`src/rtl/clkdvd_prog.sv`:
```
// Programmable clock-enable divider.
// Produces a divided square wave and a start-of-period tick in the clk domain. The divisor is
// either one of four presets or a custom value. A requested divisor is held pending and only
// adopted at a period boundary (or immediately while idle), so the output never glitches.
module clkdvd_prog #(
  parameter int unsigned DIV_W = 8,
  parameter int unsigned DIV0  = 2,
  parameter int unsigned DIV1  = 4,
  parameter int unsigned DIV2  = 8,
  parameter int unsigned DIV3  = 16
) (
  input  logic             clk,
  input  logic             rst,
  input  logic             en,
  input  logic [1:0]       sel,
  input  logic             use_custom,
  input  logic [DIV_W-1:0] div_custom,
  input  logic             load,
  output logic             load_ack,
  output logic             out,
  output logic             tick,
  output logic [DIV_W-1:0] phase
);

  localparam logic [DIV_W:0]   OneW = (DIV_W+1)'(1);
  localparam logic [DIV_W-1:0] Zero = '0;

  typedef enum logic [0:0] {StIdle, StRun} state_e;

  state_e           state;
  logic [DIV_W-1:0] cur_div;
  logic [DIV_W-1:0] pend_div;
  logic             pend_v;

  logic [DIV_W-1:0] res_div;
  logic [DIV_W-1:0] eff_div;
  logic             wrap;
  logic [DIV_W:0]   nxt_phase;
  logic [DIV_W-1:0] nxt_div;
  logic [DIV_W:0]   half_div;
  logic             nxt_out;

  // Resolve the requested divisor from preset select or custom value.
  always_comb begin
    res_div = DIV_W'(DIV0);
    if (use_custom) begin
      res_div = div_custom;
    end else begin
      unique case (sel)
        2'b00:   res_div = DIV_W'(DIV0);
        2'b01:   res_div = DIV_W'(DIV1);
        2'b10:   res_div = DIV_W'(DIV2);
        default: res_div = DIV_W'(DIV3);
      endcase
    end
  end

  // Next-phase arithmetic, done one bit wider so N = 2**DIV_W - 1 cannot overflow.
  always_comb begin
    eff_div   = pend_v ? pend_div : cur_div;
    wrap      = (({1'b0, phase} + OneW) == {1'b0, cur_div});
    nxt_phase = wrap ? '0 : ({1'b0, phase} + OneW);
    // At a wrap the pending divisor (if any) governs the new period from phase 0.
    nxt_div   = wrap ? eff_div : cur_div;
    half_div  = ({1'b0, nxt_div} + OneW) >> 1;
    nxt_out   = (nxt_phase < half_div);
  end

  // Divider FSM with registered outputs and pending-divisor handshake.
  always_ff @(posedge clk or posedge rst) begin
    if (rst) begin
      state    <= StIdle;
      cur_div  <= DIV_W'(DIV0);
      pend_div <= Zero;
      pend_v   <= 1'b0;
      phase    <= Zero;
      out      <= 1'b0;
      tick     <= 1'b0;
      load_ack <= 1'b0;
    end else begin
      load_ack <= 1'b0;
      case (state)
        StIdle: begin
          phase <= Zero;
          out   <= 1'b0;
          tick  <= 1'b0;
          if (pend_v) begin
            cur_div  <= pend_div;
            pend_v   <= 1'b0;
            load_ack <= 1'b1;
          end
          if (en && (eff_div != Zero)) begin
            state <= StRun;
            out   <= 1'b1;
            tick  <= 1'b1;
          end
        end
        default: begin
          if (!en) begin
            state <= StIdle;
            phase <= Zero;
            out   <= 1'b0;
            tick  <= 1'b0;
          end else if (wrap) begin
            phase <= Zero;
            if (pend_v) begin
              cur_div  <= pend_div;
              pend_v   <= 1'b0;
              load_ack <= 1'b1;
            end
            if (eff_div == Zero) begin
              // Custom divisor 0 stops the divider.
              state <= StIdle;
              out   <= 1'b0;
              tick  <= 1'b0;
            end else begin
              out  <= nxt_out;
              tick <= 1'b1;
            end
          end else begin
            phase <= nxt_phase[DIV_W-1:0];
            out   <= nxt_out;
            tick  <= 1'b0;
          end
        end
      endcase
      // A load on this edge is only latched; a previously pending value may be applied above.
      if (load) begin
        pend_v   <= 1'b1;
        pend_div <= res_div;
      end
    end
  end

endmodule

```
`config.mk`:
```
export PLATFORM = sky130hd
export DESIGN_NAME = clkdvd_prog
export DESIGN_NICKNAME = d
export VERILOG_FILES = /design/src/rtl/clkdvd_prog.sv
export SDC_FILE = /design/constraint.sdc
export NUM_CORES = 1
export LEC_CHECK = 0
export ABC_AREA = 1
export CAP_MARGIN = 5
export CELL_PAD_IN_SITES_DETAIL_PLACEMENT = 0
export CELL_PAD_IN_SITES_GLOBAL_PLACEMENT = 1
export CORE_MARGIN = 5
export CORE_UTILIZATION = 25
export CTS_BUF_LIST = sky130_fd_sc_hd__clkbuf_16
export DETAILED_ROUTE_END_ITERATION = 10
export GPL_TIMING_DRIVEN = 0
export PLACE_DENSITY = 0.58
export SKIP_LAST_GASP = 1
export SLEW_MARGIN = 20
export SYNTH_ARGS = -nofsm -noshare
export SYNTH_HDL_FRONTEND = slang
export SYNTH_SLANG_ARGS = --single-unit
```
`constraint.sdc`:
```
create_clock -name clk -period 4.1 [get_ports clk]
set_clock_uncertainty 0.05 [all_clocks]
set_input_delay 1.23 -clock clk [delete_from_list [all_inputs] [get_ports clk]]
set_output_delay 1.23 -clock clk [all_outputs]
set_load 0.01 [all_outputs]
```
==> flow_metrics.tcl <==
set metrics [dict create \
    die_w_um 105 \
    clk_pin_slew_ns 0.05 \
    finalCritPeriodShare_pct 91.4 \
    grt-ovfl-total 0 \
    routabilityCongestion 0.822 \
    post-route-min-period_ns 3.75 \
    grt_pass1_vias 2163 \
    area_delta_synth_final_pct 25.7 \
    drt-initial-drc-count 67 \
    ios 26 \
    route.detailed.drc 0 \
    crit_type "register to register" \
    portBuffers 25 \
    clockRootBuffer "clkbuf_16" \
    ant_nets 0 \
    setup_violations 0 \
    vias 2114 \
    p_per_area_nw_per_um2 460 \
    htreeDepth 2 \
    min_path_type "register to register" \
    worst_ir_drop_vdd_uv 152 \
    avgRoutedWirePerCell_um 13.5 \
    p_leak_nw 1.38 \
    n_antenna_cell 0 \
    synth-seq-cells 29 \
    clock_latency_ns 0.27 \
    nets 383 \
    clockBufferDepth 2 \
    syn_nets 349 \
    cp_max_fo 10 \
    die_area_sq_um 11100 \
    grt_first_pass_wirelength_um 10600 \
    slew_headroom_pct 50.8 \
    cts_made_buffers 5 \
    drv_cap 0 \
    synth_area_sq_um 2260 \
    placed_cells 458 \
    most-common-layout-cells "nand2_1, inv_1, nand3_1, dfrtp_1, clkdlybuf4s50_1" \
    grt_use_total_pct 11.9 \
    fin_cells 467 \
    required_ns 4.26 \
    rows 34 \
    status "finished clean" \
    tightest_slew_ns 0.735 \
    drive_gt1_share_pct 14.2 \
    worst_ep_arrival_time_ns 3.91 \
    totalWireLength_um 6310 \
    cts.sinks 29 \
    core_sq_um 8760 \
    final_common_cell "nand2_1" \
    cts.hold.buffers_added 0 \
    yosys_warnings 0 \
    synth_cells 325 \
    yosysSeqAreaShare_pct 32.1 \
    worstSetupStartpointType "register" \
    syn_area_per_cell_sq_um 6.96 \
    viasPerCell 4.53 \
    total_power_w 0.00131 \
    tritoncts "built" \
    maxSlewViolCount 0 \
    dpl.hpwl_um 5040 \
    initial_core_util_pct 25.8 \
    drtPass1Iterations 4 \
    netlist-cell-type-count 33 \
    cp-end-kind "register" \
    fmax_mhz 267 \
    hold_viol 0 \
    grt_max_degree 30 \
    antenna_found_initial 0 \
    die_y_um 105 \
]
[report_power, final]
group	switching, W	internal, W	leakage, nW
Sequential	0.0000493	0.000338	0.369
Clock	0.000122	0.000216	0.0685
Combinational	0.000361	0.000222	0.946
[through the flow]
stage / hold WS (ns) / utilization (%) / worst slack, ns / area, sq um / TNS (ns)
4_1_cts: 0.478 / 31.9 / 0.0227 / 2800 / 0
3_3_place_gp: 0.458 / 30.2 / -0.0907 / 2650 / -0.0907
6_report: 0.429 / 32.5 / 0.354 / 2850 / 0
2_1_floorplan: 0.441 / - / 0.593 / 2260 / 0
5_1_grt: 0.444 / 32.5 / -0.0569 / 2850 / -0.0569
3_5_place_dp: 0.469 / 30.2 / -0.0642 / 2650 / -0.0642
[final cells by class]
| type | count | area [sq um] |
|---|---|---|
| plain buffers | 8 | 52.6 |
| clock buffers | 5 | 125 |
| clock inverters | 2 | 7.51 |
| fillers | 970 | 5920 |
| inverters | 60 | 225 |
| multi-input cells | 228 | 1310 |
| flip-flops and latches | 29 | 729 |
| well taps | 108 | 135 |
| repair buffers | 27 | 265 |
[synthesized netlist by cell type, drive strengths merged]
master,number,area (sq um)
nand2,97,382
inv,60,225
nand3,32,193
dfrtp,28,701
nor2,25,136
o21ai,20,130
ha,9,113
nand4,8,50.1
nor3,8,40.0
o211ai,8,60.1
a21oi,5,25.0
buf,4,35.0
clkbuf,4,15.0
o221ai,4,35.0
o21bai,3,26.3
xor2,3,26.3
nand3b,2,15.0
a211oi,1,7.51
dfstp,1,26.3
nor3b,1,7.51
nor4,1,6.26
o21a,1,8.76
[state kept, by name, summed over array words and instances, names as in the netlist]
register  cells
out           1
load_ack      1
state         1
pend_v        1
phase         8
cur_div       8
tick          1
pend_div      8
[cells by family after synthesis]
group                    count (synthesis)  share of synthesized area [%]
AND/OR/NAND/NOR                        174                           36.6
buffers and inverters                   68                           12.2
AO/OA/AOI/OAI                           42                           12.9
flip-flops                              29                           32.1
adder cells (fa/ha/maj)                  9                           4.98
XOR/XNOR                                 3                           1.16
[routing by layer]
metal	track usage [%]	share of wire [%]	vias up
met5	0	0	-
li1	-	-	1114
met3	2.77	2.8	8
met4	3.29	1.7	0
met2	20.1	47	32
met1	15.2	48	960
[final timing paths]
path / slack [ns] / depth (start not counted) / end / from
max in group asynchronous: 2.22 / 2 / phase[1]$_DFF_PP0_ / rst
min reg2reg: 0.43 / 1 / phase[0]$_DFF_PP0_ / phase[0]$_DFF_PP0_
max reg2reg: 0.35 / 25 / out$_DFF_PP0_ / phase[1]$_DFF_PP0_
min: 0.43 / 1 / phase[0]$_DFF_PP0_ / phase[0]$_DFF_PP0_
min in group asynchronous: 1.32 / 2 / tick$_DFF_PP0_ / rst
max: 0.35 / 25 / out$_DFF_PP0_ / phase[1]$_DFF_PP0_
[worst max-delay path, stage by stage (launching register included)]
cell,delay (ns)
dfrtp_2,0.44
ha_2,0.36
inv_1,0.05
nand2_1,0.06
nand2_1,0.07
a21oi_2,0.14
nand3_2,0.13
nor2_4,0.16
nand3_4,0.12
buf_4,0.20
nand2_1,0.11
o21ai_4,0.10
inv_1,0.11
ha_4,0.16
nand3_1,0.09
xor2_1,0.16
ha_1,0.28
nand2_1,0.08
nor2_1,0.05
a211oi_1,0.16
nor2_1,0.08
nor4_2,0.14
nand2_1,0.10
a21oi_2,0.14
nand3_1,0.08
nand2_1,0.08
[repair_timing]
item	4_1_cts	5_1_grt
resized for setup	3	10
endpoints found under the setup margin	1	1
pin swaps	0	1
setup buffers	0	2
endpoints found under the hold margin	0	0
Power figures use the tool's default switching activity.
